`config.mk`:
```
export PLATFORM = sky130hd
export DESIGN_NAME = call_return_unit_flat
export DESIGN_NICKNAME = d
export VERILOG_FILES = /design/src/rtl/stack_pkg.sv /design/src/rtl/call_return_unit_if.sv /design/src/rtl/call_stack_sp.sv /design/src/rtl/call_return_unit.sv /design/src/flat_wrapper.sv
export SDC_FILE = /design/constraint.sdc
export NUM_CORES = 1
export LEC_CHECK = 0
export ABC_AREA = 1
export CORE_MARGIN = 4
export CORE_UTILIZATION = 42
export DETAILED_ROUTE_END_ITERATION = 8
export PLACE_DENSITY = 0.75
export SYNTH_ARGS = -nofsm -noshare
export SYNTH_HDL_FRONTEND = slang
export SYNTH_SLANG_ARGS = --single-unit
```
`constraint.sdc`:
```
create_clock -name clk -period 1.3 [get_ports clk]
set_input_delay 0.26 -clock clk [delete_from_list [all_inputs] [get_ports clk]]
set_output_delay 0.26 -clock clk [all_outputs]
set_load 0.01 [all_outputs]
```
`src/rtl/stack_pkg.sv`:
```
// Shared definitions for the call/return sequencer: FSM state encoding and
// default stack window bounds.
package stack_pkg;

  localparam logic [15:0] SP_TOP_DEFAULT   = 16'h018F;
  localparam logic [15:0] SP_LIMIT_DEFAULT = 16'h0100;

  typedef enum logic [1:0] {
    IDLE = 2'd0,
    PUSH = 2'd1,
    POP  = 2'd2
  } state_e;

endpackage

```
`src/rtl/call_return_unit_if.sv`:
```
// Data-memory port between the call/return sequencer (master) and memory (slave).
interface call_return_unit_if #(
  parameter int ADDR_W = 16
);
  logic              mem_req;
  logic              mem_we;
  logic [ADDR_W-1:0] mem_addr;
  logic [ADDR_W-1:0] mem_wdata;
  logic              mem_ack;
  logic [ADDR_W-1:0] mem_rdata;

  modport master (
    output mem_req, mem_we, mem_addr, mem_wdata,
    input  mem_ack, mem_rdata
  );

  modport slave (
    input  mem_req, mem_we, mem_addr, mem_wdata,
    output mem_ack, mem_rdata
  );
endinterface

```
`src/rtl/call_stack_sp.sv`:
```
// Architectural stack pointer: resets to SP_TOP, moves by one on inc/dec,
// and flags the empty (SP_TOP) and full (SP_LIMIT-1) positions.
module call_stack_sp
  import stack_pkg::*;
#(
  parameter int                ADDR_W   = 16,
  parameter logic [ADDR_W-1:0] SP_TOP   = SP_TOP_DEFAULT,
  parameter logic [ADDR_W-1:0] SP_LIMIT = SP_LIMIT_DEFAULT
) (
  input  logic              clk,
  input  logic              reset,
  input  logic              inc_i,
  input  logic              dec_i,
  output logic [ADDR_W-1:0] sp_o,
  output logic              full_o,
  output logic              empty_o
);
  localparam logic [ADDR_W-1:0] SP_ONE  = ADDR_W'(1);
  localparam logic [ADDR_W-1:0] SP_FULL = SP_LIMIT - SP_ONE;

  logic [ADDR_W-1:0] sp_q, sp_d;

  always_comb begin
    sp_d = sp_q;
    if (inc_i) begin
      sp_d = sp_q + SP_ONE;
    end else if (dec_i) begin
      sp_d = sp_q - SP_ONE;
    end
  end

  always_ff @(posedge clk) begin
    if (reset) begin
      sp_q <= SP_TOP;
    end else begin
      sp_q <= sp_d;
    end
  end

  assign sp_o    = sp_q;
  assign full_o  = (sp_q == SP_FULL);
  assign empty_o = (sp_q == SP_TOP);
endmodule

```
`src/rtl/call_return_unit.sv`:
```
// CALL/RET sequencer: pushes return addresses to and pops them from data memory.
// Optional feature macro: STACK_BOUNDS_CHECK_EN (rejects push on full / pop on empty).
module call_return_unit
  import stack_pkg::*;
#(
  parameter int                ADDR_W   = 16,
  parameter logic [ADDR_W-1:0] SP_TOP   = SP_TOP_DEFAULT,
  parameter logic [ADDR_W-1:0] SP_LIMIT = SP_LIMIT_DEFAULT
) (
  input  logic                 clk,
  input  logic                 reset,
  input  logic                 call_req,
  input  logic                 ret_req,
  input  logic [ADDR_W-1:0]    ret_addr_in,
  output logic                 busy,
  output logic                 done,
  output logic                 pc_load,
  output logic [ADDR_W-1:0]    pc_target,
  output logic [ADDR_W-1:0]    sp_out,
  output logic                 overflow,
  output logic                 underflow,
  call_return_unit_if.master   mem
);
  localparam logic [ADDR_W-1:0] SP_ONE = ADDR_W'(1);

  state_e            state_q, state_d;
  logic              mem_req_q, mem_req_d;
  logic              mem_we_q, mem_we_d;
  logic [ADDR_W-1:0] mem_addr_q, mem_addr_d;
  logic [ADDR_W-1:0] mem_wdata_q, mem_wdata_d;
  logic [ADDR_W-1:0] pc_target_q, pc_target_d;
  logic              done_q, done_d;
  logic              pc_load_q, pc_load_d;
  logic              sp_inc, sp_dec, sp_full, sp_empty;
  logic [ADDR_W-1:0] sp;
`ifdef STACK_BOUNDS_CHECK_EN
  logic              overflow_q, overflow_d;
  logic              underflow_q, underflow_d;
`endif

  call_stack_sp #(
    .ADDR_W   (ADDR_W),
    .SP_TOP   (SP_TOP),
    .SP_LIMIT (SP_LIMIT)
  ) u_sp (
    .clk     (clk),
    .reset   (reset),
    .inc_i   (sp_inc),
    .dec_i   (sp_dec),
    .sp_o    (sp),
    .full_o  (sp_full),
    .empty_o (sp_empty)
  );

  always_comb begin
    state_d     = state_q;
    mem_req_d   = mem_req_q;
    mem_we_d    = mem_we_q;
    mem_addr_d  = mem_addr_q;
    mem_wdata_d = mem_wdata_q;
    pc_target_d = pc_target_q;
    done_d      = 1'b0;
    pc_load_d   = 1'b0;
    sp_inc      = 1'b0;
    sp_dec      = 1'b0;
`ifdef STACK_BOUNDS_CHECK_EN
    overflow_d  = 1'b0;
    underflow_d = 1'b0;
`endif
    unique case (state_q)
      IDLE: begin
        // Call has priority over ret when both arrive together.
        if (call_req) begin
`ifdef STACK_BOUNDS_CHECK_EN
          if (sp_full) begin
            overflow_d = 1'b1;
            done_d     = 1'b1;
          end else
`endif
          begin
            mem_wdata_d = ret_addr_in;
            mem_addr_d  = sp;
            mem_we_d    = 1'b1;
            mem_req_d   = 1'b1;
            state_d     = PUSH;
          end
        end else if (ret_req) begin
`ifdef STACK_BOUNDS_CHECK_EN
          if (sp_empty) begin
            underflow_d = 1'b1;
            done_d      = 1'b1;
          end else
`endif
          begin
            mem_addr_d = sp + SP_ONE;
            mem_we_d   = 1'b0;
            mem_req_d  = 1'b1;
            state_d    = POP;
          end
        end
      end
      PUSH: begin
        if (mem_req_q && mem.mem_ack) begin
          mem_req_d = 1'b0;
          sp_dec    = 1'b1;
          done_d    = 1'b1;
          state_d   = IDLE;
        end
      end
      POP: begin
        if (mem_req_q && mem.mem_ack) begin
          pc_target_d = mem.mem_rdata;
          mem_req_d   = 1'b0;
          sp_inc      = 1'b1;
          done_d      = 1'b1;
          pc_load_d   = 1'b1;
          state_d     = IDLE;
        end
      end
      default: state_d = IDLE;
    endcase
  end

  always_ff @(posedge clk) begin
    if (reset) begin
      state_q     <= IDLE;
      mem_req_q   <= 1'b0;
      mem_we_q    <= 1'b0;
      mem_addr_q  <= '0;
      mem_wdata_q <= '0;
      pc_target_q <= '0;
      done_q      <= 1'b0;
      pc_load_q   <= 1'b0;
    end else begin
      state_q     <= state_d;
      mem_req_q   <= mem_req_d;
      mem_we_q    <= mem_we_d;
      mem_addr_q  <= mem_addr_d;
      mem_wdata_q <= mem_wdata_d;
      pc_target_q <= pc_target_d;
      done_q      <= done_d;
      pc_load_q   <= pc_load_d;
    end
  end

`ifdef STACK_BOUNDS_CHECK_EN
  always_ff @(posedge clk) begin
    if (reset) begin
      overflow_q  <= 1'b0;
      underflow_q <= 1'b0;
    end else begin
      overflow_q  <= overflow_d;
      underflow_q <= underflow_d;
    end
  end
  assign overflow  = overflow_q;
  assign underflow = underflow_q;
`else
  logic unused_bounds;
  assign unused_bounds = sp_full ^ sp_empty;
  assign overflow  = 1'b0;
  assign underflow = 1'b0;
`endif

  assign busy          = (state_q != IDLE);
  assign done          = done_q;
  assign pc_load       = pc_load_q;
  assign pc_target     = pc_target_q;
  assign sp_out        = sp;
  assign mem.mem_req   = mem_req_q;
  assign mem.mem_we    = mem_we_q;
  assign mem.mem_addr  = mem_addr_q;
  assign mem.mem_wdata = mem_wdata_q;
endmodule

```
`src/flat_wrapper.sv`:
```
// flat-port wrapper written by rule: the top's interface ports become plain ports
module call_return_unit_flat import stack_pkg::*;
#(
  parameter int                ADDR_W   = 16,
  parameter logic [ADDR_W-1:0] SP_TOP   = SP_TOP_DEFAULT,
  parameter logic [ADDR_W-1:0] SP_LIMIT = SP_LIMIT_DEFAULT
)
  (clk, reset, call_req, ret_req, ret_addr_in, busy, done, pc_load, pc_target, sp_out, overflow, underflow, mem_mem_req, mem_mem_we, mem_mem_addr, mem_mem_wdata, mem_mem_ack, mem_mem_rdata);
  call_return_unit_if #(.ADDR_W(ADDR_W)) mem_i ();
  input  logic clk;
  input  logic reset;
  input  logic call_req;
  input  logic ret_req;
  input  logic [ADDR_W-1:0] ret_addr_in;
  output logic busy;
  output logic done;
  output logic pc_load;
  output logic [ADDR_W-1:0] pc_target;
  output logic [ADDR_W-1:0] sp_out;
  output logic overflow;
  output logic underflow;
  output wire logic [$bits(mem_i.mem_req)-1:0] mem_mem_req;
  output wire logic [$bits(mem_i.mem_we)-1:0] mem_mem_we;
  output wire logic [$bits(mem_i.mem_addr)-1:0] mem_mem_addr;
  output wire logic [$bits(mem_i.mem_wdata)-1:0] mem_mem_wdata;
  input wire logic [$bits(mem_i.mem_ack)-1:0] mem_mem_ack;
  input wire logic [$bits(mem_i.mem_rdata)-1:0] mem_mem_rdata;
  assign mem_mem_req = mem_i.mem_req;
  assign mem_mem_we = mem_i.mem_we;
  assign mem_mem_addr = mem_i.mem_addr;
  assign mem_mem_wdata = mem_i.mem_wdata;
  assign mem_i.mem_ack = mem_mem_ack;
  assign mem_i.mem_rdata = mem_mem_rdata;
  call_return_unit #(.ADDR_W(ADDR_W), .SP_TOP(SP_TOP), .SP_LIMIT(SP_LIMIT)) u_core (.clk(clk), .reset(reset), .call_req(call_req), .ret_req(ret_req), .ret_addr_in(ret_addr_in), .busy(busy), .done(done), .pc_load(pc_load), .pc_target(pc_target), .sp_out(sp_out), .overflow(overflow), .underflow(underflow), .mem(mem_i));
endmodule
```
# ---- Word-level counts from Yosys, hierarchy flattened
# Index checks and enable logic that the tools add are counted.
dict set report op_classes {
  n_eq_ne 4
  n_addsub 2
  n_bitwise 1
  reduce_logical 13
  n_mux 17
}
# operator n
set ops {}
lappend ops {{16-bit two-way mux} 4}
lappend ops {{16-bit by 1-bit adder with 16-bit output (second input constant)} 1}
lappend ops {{16-bit by 1-bit subtractor with 16-bit output (second input constant)} 1}
lappend ops {{1-bit two-way mux} 8}
lappend ops {{2-bit AND reduction} 4}
lappend ops {{2-bit nonzero test} 4}
lappend ops {{2-bit two-way mux} 3}
lappend ops {{2-bit one-hot mux with 2 select lines} 1}
lappend ops {{2-bit OR reduction} 2}
lappend ops {{3-bit inequality test (second input constant)} 1}
lappend ops {{3-bit AND reduction} 1}
lappend ops {{2-bit by 1-bit equality test with 1-bit output (second input constant)} 1}
lappend ops {{2-bit equality test (second input constant)} 1}
lappend ops {{2-bit zero test} 1}
lappend ops {{2-bit by 1-bit inequality test with 1-bit output (second input constant)} 1}
lappend ops {{1-bit one-hot mux with 2 select lines} 1}
lappend ops {{1-bit logical AND} 1}
lappend ops {{1-bit NOT} 1}
dict set report word_totals {
  output_inout_bits 71
  word_cells 46
  register_bits 70
  in_bits 37
}

# ---- Longest topological paths before layout
# Gate-level depths: netlist (run 1).
dict set report logic_depth {
  word_depth 5
  ltp_mapped 10
  mapped_depth_nobuf 10
}

# ---- Modules after synthesis
# A second synthesis (run 1) with hierarchy kept.
dict set report hier_totals {
  hier_cells 555
  area_unflattened_um2 3821.2
}
# mod n_inst cells_each seq_area_each_um2 area_each_um2
set by_module_without_submodules {}
lappend by_module_without_submodules {call_return_unit 1 313 1081.0 2323.5}
lappend by_module_without_submodules {call_stack_sp 1 242 320.3 1497.7}

# ---- Least setup slack after synthesis (run 1)
# Ideal clock, no wire load.
dict set report synth_timing {
  path_type {register to register}
  from {reg u_core.u_sp.sp_q[1], in the netlist u_core.u_sp.sp_o[1]}
  to {reg u_core.u_sp.sp_q[10], in the netlist u_core.u_sp.sp_o[10]}
  setup_slack_ns -0.153
  required_time_ns 1.181
  t_arrival_ns 1.333
  n_path_buf 0
  stages_incl_launch_ff 9
  period_less_slack_ns 1.453
  setup_ns 0.119
  path_cell_list {dfxtp_1 > ha_1 > nand3_1 > nor2_4 > nand2_1 > nand2_1 > nand2_1 > o21ai_0 > a21oi_1}
}
dict set report synth_between {
  elab_chain_len 3
  elab_cells_between_ends 4
  classes_between {add/sub (2); mux (2)}
}
# element line_no
set synth_lines {}
lappend synth_lines {{start, declared} call_stack_sp.sv:21} ;# logic [ADDR_W-1:0] sp_q, sp_d;
lappend synth_lines {{start signal, assigned} call_stack_sp.sv:36} ;# sp_q <= sp_d;
lappend synth_lines {{16-bit by 1-bit subtractor with 16-bit output} call_stack_sp.sv:28} ;# sp_d = sp_q - SP_ONE;
lappend synth_lines {{16-bit two-way mux} call_stack_sp.sv:27} ;# end else if (dec_i) begin
lappend synth_lines {{16-bit two-way mux *} call_stack_sp.sv:25} ;# if (inc_i) begin
# Mark *: on every way between the ends. The rest lies on a longest branch, timed or not. The select of a mux whose other input is x is not followed.
# A chain may end at the register's enable or synchronous reset.

# ---- Worst setup path after layout (run 1)
dict set report layout_timing {
  from {reg u_core.u_sp.sp_q[5], in the netlist u_core.u_sp.sp_o[5]}
  to {reg u_core.u_sp.sp_q[12], in the netlist u_core.u_sp.sp_o[12]}
}
# The elaborated chain is that of the path after synthesis.

==> results.md, run 1 <==
* RePlAce Congestion at 0.890
* Area leader, netlist: dfxtp_1
* Worst-path cell chain: buf_8 -> nor2_4 -> buf_4 -> nand2_1 -> nor2_2 -> nand2_1 -> nand2_1 -> nand2_1 -> o21ai_1 -> nor2_1
* DR pass1 iterations at 6
* Vias per std cell at 5.45
* Largest net degree at the start of global routing at 27
* Vias post-DR at 4397
* Failing checks: setup timing
* Fraction of registers with async set or reset after synthesis at 0%
* CTS tree: done
* Clock transition at path regs at 90 ps
* Worst path arrival time at ~1900 ps
* Hold WC Path Type: reg -> reg
* Post-synthesis sequential area ratio at 39.9%
* Maximum clock rate at 613 MHz
* Slowest CP cell: dfxtp_4
* Mapped Area at approximately 0.0035 mm2
* Total GRT Usage at 25.7%
* Fin. Hold Viols at 0
* Pwr Total at 7.28 mW
* Most used cell, CP: nand2_1
* Post-synth top area share at 39.9%
* Top cells by count, synth: nor2_1, nand2_1, dfxtp_1
* FP Rows at 33
* Final nets at between 700 and 800
* Worst setup margin at -332 ps
* Die span in x at 99.4 um
* Ratio of cells with drive above 1 in the final layout at 40.6%
* Initial antenna violation count at 0
* Simple-gate share of the synthesized area at 29.6%
* Final setup viols at 50
* LEAKAGE at 2.88 nW
* Dpl hpwl at 8720 um
* Vias in the first global route at 4121
* Post-synthesis adder-cell area fraction at 2.14%
* Post-Layout Cell Count at about 810
* Data required time of the critical path at approximately 1600 ps
* Yosys warns at 0
* R2R setup slack at -330 ps
* TritonCTS buffer count at 9
* #FFs+latches synth at 70
* Dominant synthesized flop cell: dfxtp_1
* Hold depth at 2
* Fillers at approximately 550
* Post-cts hold buffer count at 0
* Post-Route Setup TNS at -6920 ps
* Crit-path max FO at 5
* CTS Sinks at 70
* H-Tree Depth at 3
* Io pins at 108
* Min Tclk post-route at 1630 ps
* Largest family of logic cells by synthesized area: simple AND/OR/NAND/NOR gates
* Antenna diodes at 0
* Slew Viols, Final at 0
* Syn Area/Cell at between 6 and 7 um2
* DP Cell Count at 765
* Pwr per Cell Area at ~1100 mW/mm2
* Post-Syn Instances at 510
* Clock Latency Late Sink at 370 ps
* Worst VDD drop at about 0.00059 V
* Max-capacitance violation count at 0
* Worst setup EP type: flip-flop
* Most frequent cell after synthesis: nor2_1
* Initial Util at a little over two fifths
* Initial drt markers at 350
* Clock Skews at a little over 10 ps
* Routed len/inst at 17.6 um
* R2R depth at 10
* Status: complete, but fails checks
* Grt ovf at 0
* Synth top area cells: dfxtp_1, nor2_1, nand2_1
* Hold slack final at 468 ps
* Area growth, synth to finish at 81.3%
* Drt drc at 0
* Core area at 0.00818 mm2
* Critical path class: reg -> reg
* Layout Utilization at between 70 and 80%
* Mux cell area share after synthesis at 0%
* Unrepaired setup endpoints after global routing: true
* DIE AREA at 0.00988 mm2
* CTS max path bufs at 2
* First-pass GRT wire length at 20400 um
* Tcrit/Tclk final at 126%
* XOR/XNOR Fraction of Synth Area at between 2 and 2.5%
* Post-synthesis compound-gate area fraction at 17.1%
* Die Y at around 99 um
* Crit start category: flip-flop
* Crit path largest cell delay at 350 ps
* Detail Route Antenna Nets at 0
* Final WL at roughly 14000 um
* Number of distinct library cells after synthesis at 34
* Number of synthesized flops with an enable pin at 0
* Root Driver: clkbuf_8
* Count of port buffers added during placement at 105
==> cell families (layout without fill, tap and decap cells) <==
logic type,after synthesis,count (layout)
compound gates,115,115
xor+xnor,9,9
fa+ha+maj,6,6
buf+inv,67,257
flops,70,70
other cells,1,2
simple gates,242,243
==> state kept, by name, summed over array words and instances (netlist names) <==
signal                count
u_core.done               1
u_core.mem.mem_req        1
u_core.u_sp.sp_o         16
u_core.mem.mem_we         1
u_core.pc_load            1
u_core.pc_target         16
u_core.state_q            2
u_core.mem.mem_wdata     16
u_core.mem.mem_addr      16
==> per-layer routing <==
layer | wire length (um) | vias to the layer above | track usage, %
met5 | 0 | - | 0
met4 | 536 | 0 | 11.4
met3 | 1240 | 55 | 5.19
met2 | 6820 | 245 | 41.8
met1 | 5610 | 2063 | 33.0
li1 | - | 2034 | -
==> layout by cell type (no fill, tap or decap), types with 4 or more instances in the layout <==
master and instances:
nor2_1 73, nand2_1 69, buf_4 63, dfxtp_1 53
dlygate4sd2_1 50, clkdlybuf4s50_1 36, o21ai_0 29, buf_6 27
inv_1 22, a21oi_2 21, nand2_2 19, a21oi_1 19
o21ai_1 18, nor2_2 18, nor2_4 16, o21ai_2 16
nand3_2 15, nand3_1 15, dfxtp_4 14, clkbuf_8 9
clkdlybuf4s15_1 8, buf_12 8, inv_2 7, nand4_1 7
inv_4 6, a21oi_4 5, xor2_1 5, ha_4 4
==> final timing paths <==
check                      startpoint                    to
hold reg to reg     u_core.mem.mem_we     u_core.mem.mem_we
setup reg to reg  u_core.u_sp.sp_o[5]  u_core.u_sp.sp_o[12]
hold / removal      u_core.mem.mem_we     u_core.mem.mem_we
setup / recovery  u_core.u_sp.sp_o[5]  u_core.u_sp.sp_o[12]
==> timing repair <==
| action | in CTS | in global routing |
|---|---|---|
| resized for setup | 202 | 113 |
| pin swaps | 29 | 44 |
| endpoints found under the setup margin | 134 | 78 |
| buffers inserted | 13 | 11 |
| endpoints found under the hold margin | 0 | 0 |
| gates cloned | 4 | 1 |
==> metrics by stage <==
step / area, um2 / setup slack (ps)
detailed placement: 5320 / -420
global route: 6360 / -349
floorplan: 3680 / -2.93
CTS: 5920 / -205
finish: 6360 / -332
global placement: 5320 / -374
==> worst max-delay path: cells and delay by family, from the launching register on <==
kind            cells  cell delay, ps
compound gates      1             180
buf+inv             2             270
flops               1             350
simple gates        7             710
==> area by class of cell <==
type	instances	area, um2	share of cell area (%)
Sequential cell	70	1460	22.9
Multi-Input combinational cell	375	2380	37.5
Timing Repair Buffer	204	1980	31.2
Clock buffer	9	124	1.95
Inverter	37	176	2.77
Tap cell	105	131	2.07
Clock inverter	7	104	1.63
==> power breakdown <==
group          internal, mW  switching (mW)
Combinational          1.23            1.33
Sequential             2.40           0.215
Clock                  1.11           0.988
Total                  4.74            2.54
Note: power is estimated with default switching activity, not from simulation.
==> run 2: changes to the inputs <==
--- a/config.mk
+++ b/config.mk
@@ -9,7 +9,7 @@
 export CORE_MARGIN = 4
 export CORE_UTILIZATION = 42
 export DETAILED_ROUTE_END_ITERATION = 8
-export PLACE_DENSITY = 0.75
+export PLACE_DENSITY = 0.72
 export SYNTH_ARGS = -nofsm -noshare
 export SYNTH_HDL_FRONTEND = slang
 export SYNTH_SLANG_ARGS = --single-unit
==> run 2 against run 1 <==
Compared with the run above:
- the flow still finishes with violations (setup timing)
- maximum frequency up 4.9%
- register-to-register slack gained 80 ps
- power down 3.0%
- non-clock buffer count is 4 lower
- clock power down 8%
- design area is 1.0% lower
- worst hold slack worse by 1.5 ps
- via count grew 0.55%
- sequential power hardly changed
- final cell count decreased by 0.37%
- largest power group unchanged
- highest routed layer unchanged
==> results.md, run 2 (same netlist as run 1, synthesis figures left out) <==
* CTS tree: done (unchanged)
* Routed len/inst at 17.4 um (was 17.6 um)
* Commonest non-fill, non-tap cell in the layout: nand2_1 (was nor2_1)
* Root Driver: clkbuf_8 (unchanged)
* First-pass GRT wire length at 20700 um (was 20400 um)
* Pint at 4.60 mW (was 4.74 mW)
* Worst setup margin at -256 ps (was -332 ps)
* Hold Crit Start: u_core.mem.mem_we (unchanged)
* Multi-input gate area at 0.00240 mm2 (was 0.00238 mm2)
* Min Tclk post-route at 1560 ps (was 1630 ps)
* Flop pwr share at 36.9% (was 35.9%)
* Slew Viols, Final at 0 (unchanged)
* Most used cell, CP: buf_6 (was nand2_1)
* Worst-path cell chain: buf_6 -> ha_4 -> buf_6 -> nor2_4 -> inv_2 -> a211oi_1 -> nor2_1 (was buf_8 -> nor2_4 -> buf_4 -> nand2_1 -> nor2_2 -> nand2_1 -> nand2_1 -> nand2_1 -> o21ai_1 -> nor2_1)
* Detail Route Antenna Nets at 0 (unchanged)
* Unrepaired setup endpoints after global routing: true (unchanged)
* Io pins at 108 (unchanged)
* Met1 WL at 5720 um (was 5610 um)
* Comb pwr share at 35.7% (was 35.2%)
* Clock power frac at 27.4% (was 28.9%)
* CTS max path bufs at 2 (unchanged)
* Ratio of cells with drive above 1 in the final layout at 40.1% (was 40.6%)
* Grt ovf at 0 (unchanged)
* Worst setup EP type: flip-flop (unchanged)
* Vias in the first global route at 4287 (was 4121)
* Final WL at 14000 um (was 14200 um)
* DIE AREA at 0.00988 mm2 (unchanged)
* Post-cts hold buffer count at 0 (unchanged)
* Crit Reg-Reg Startpoint: u_core.state_q[1] (was u_core.u_sp.sp_o[5])
* R2R setup slack at -260 ps (was -330 ps)
* Post-route cell area at 0.00629 mm2 (was 0.00636 mm2)
* Dpl cell area at 0.00524 mm2 (was 0.00532 mm2)
* Sw power at 2.46 mW (was 2.54 mW)
* Final setup viols at 45 (was 50)
* Switching share of power at 34.9% (about the same)
* FP Rows at 33 (unchanged)
* Status: complete, but fails checks (unchanged)
* Clock transition at path regs at 90 ps (about the same)
* Hold slack final at 467 ps (was 468 ps)
* Area growth, synth to finish at 79.4% (was 81.3%)
* Register area at 0.00146 mm2 (about the same)
* Max-capacitance violation count at 0 (unchanged)
* Antenna diodes at 0 (unchanged)
* Hold WC Path Type: reg -> reg (unchanged)
* R2R depth at 7 (was 10)
* TritonCTS buffer count at 9 (unchanged)
* Met2 Wirelength at 6820 um (about the same)
* H-Tree Depth at 3 (unchanged)
* Initial drt markers at 394 (was 350)
* Slowest CP cell: dfxtp_4 (unchanged)
* Dpl hpwl at 8760 um (was 8720 um)
* Fin. Hold Viols at 0 (unchanged)
* Crit-path max FO at 5 (unchanged)
* Vias per std cell at 5.50 (was 5.45)
* Critical path class: reg -> reg (unchanged)
* Vias post-DR at 4421 (was 4397)
* Failing checks: setup timing (unchanged)
* Die Y at 99.4 um (unchanged)
* Layout Utilization at 77.0% (was 77.8%)
* Worst path arrival time at 1790 ps (was 1890 ps)
* DR pass1 iterations at 7 (was 6)
* RePlAce Congestion at 0.958 (was 0.890)
* Total GRT Usage at 25.9% (was 25.7%)
* Final nets at 737 (was 740)
* Tcrit/Tclk final at 120% (was 126%)
* Fillers at 560 (was 548)
* Maximum clock rate at 643 MHz (was 613 MHz)
* Pwr per Cell Area at 1120 mW/mm2 (was 1140 mW/mm2)
* Hold Crit Endpoint: u_core.mem.mem_we (unchanged)
* Core area at 0.00818 mm2 (unchanged)
* CTS Sinks at 70 (unchanged)
* Crit path largest cell delay at 370 ps (was 350 ps)
* R2R Path End: u_core.u_sp.sp_o[6] (was u_core.u_sp.sp_o[12])
* Initial Util at 42.9% (unchanged)
* LEAKAGE at 2.84 nW (was 2.88 nW)
* Max layer used: met4 (unchanged)
* Crit start category: flip-flop (unchanged)
* Drt drc at 0 (unchanged)
* Initial antenna violation count at 0 (unchanged)
* Clock Latency Late Sink at 360 ps (was 370 ps)
* Most frequent cells in the layout: nand2_1, nor2_1, buf_4 (was nor2_1, nand2_1, buf_4)
* Die span in x at 99.4 um (unchanged)
* Worst VDD drop at 0.000510 V (was 0.000588 V)
* Clock Skews at 19.8 ps (was 10.1 ps)
* Count of port buffers added during placement at 105 (unchanged)
* Largest net degree at the start of global routing at 19 (was 27)
* Routed wl met3 at 1010 um (was 1240 um)
* Hold depth at 2 (unchanged)
* Data required time of the critical path at 1530 ps (was 1560 ps)
==> run 2: changes by cell type in the layout (fill, tap and decap cells not counted), moves of 4 or more <==
| cell | change |
|---|---|
| buf_6 | -4 |
| nand3_2 | -4 |
| o21ai_1 | -6 |
| a21oi_4 | -4 |
| a21oi_1 | +4 |
| nand2_2 | -4 |
| nor2_4 | +5 |
==> run 2: timing repair <==
| item | CTS | global route |
|---|---|---|
| pin swaps | 38 | 46 |
| gates resized for setup | 218 | 101 |
| gates cloned | 3 | 2 |
| setup endpoints to repair | 133 | 78 |
| buffers inserted | 14 | 10 |
==> run 2: worst max-delay path: cells and delay by family, from the launching register on <==
| family | cells | cell delay, ps |
|---|---|---|
| compound gates | 1 | 260 |
| buf+inv | 3 | 310 |
| simple gates | 2 | 320 |
| fa+ha+maj | 1 | 160 |
| flops | 1 | 370 |
==> run 2: final cells by class <==
type                            count  area share (%)
Sequential cell                    70            23.1
Timing Repair inverter              1           0.258
Multi-Input combinational cell    375            38.1
Clock inverter                      6            1.05
Tap cell                          105            2.09
Timing Repair Buffer              200            30.1
Inverter                           37            2.88
Clock buffer                       10            2.37
==> run 2: power groups by stage <==
stage	logic [mW]	registers, mW	clock network [mW]
4_1_cts	2.24	2.59	1.95
2_1_floorplan	0.981	2.71	0
3_5_place_dp	2.13	2.64	0
6_report	2.52	2.61	1.94
3_3_place_gp	2.08	2.63	0
5_1_grt	2.69	2.64	2.04
==> run 2: layer usage <==
layer	GRT usage, %	vias up
li1	-	2032
met1	32.2	2112
met2	44.3	237
met3	4.98	40
met4	9.56	0
met5	0	-
==> run 2: through the flow <==
step	setup WS, ps	power (mW)	TNS (ps)	std cells
floorplan	-2.93	3.69	-45.0	511
global placement	-359	4.72	-21130	760
detailed placement	-421	4.77	-22510	760
CTS	-182	6.78	-3030	793
global route	-382	7.36	-7830	804
finish	-256	7.06	-5290	804
==> run 2: worst max-delay path by stage <==
stage,startpoint,end,cells after the start
finish,u_core.state_q[1],u_core.u_sp.sp_o[6],7
floorplan,u_core.state_q[1],u_core.mem.mem_addr[4],9
global route,u_core.state_q[1],u_core.u_sp.sp_o[6],11
CTS,u_core.state_q[1],u_core.u_sp.sp_o[6],11
detailed placement,mem_mem_ack,u_core.pc_target[13],7
global placement,mem_mem_ack,u_core.pc_target[2],7
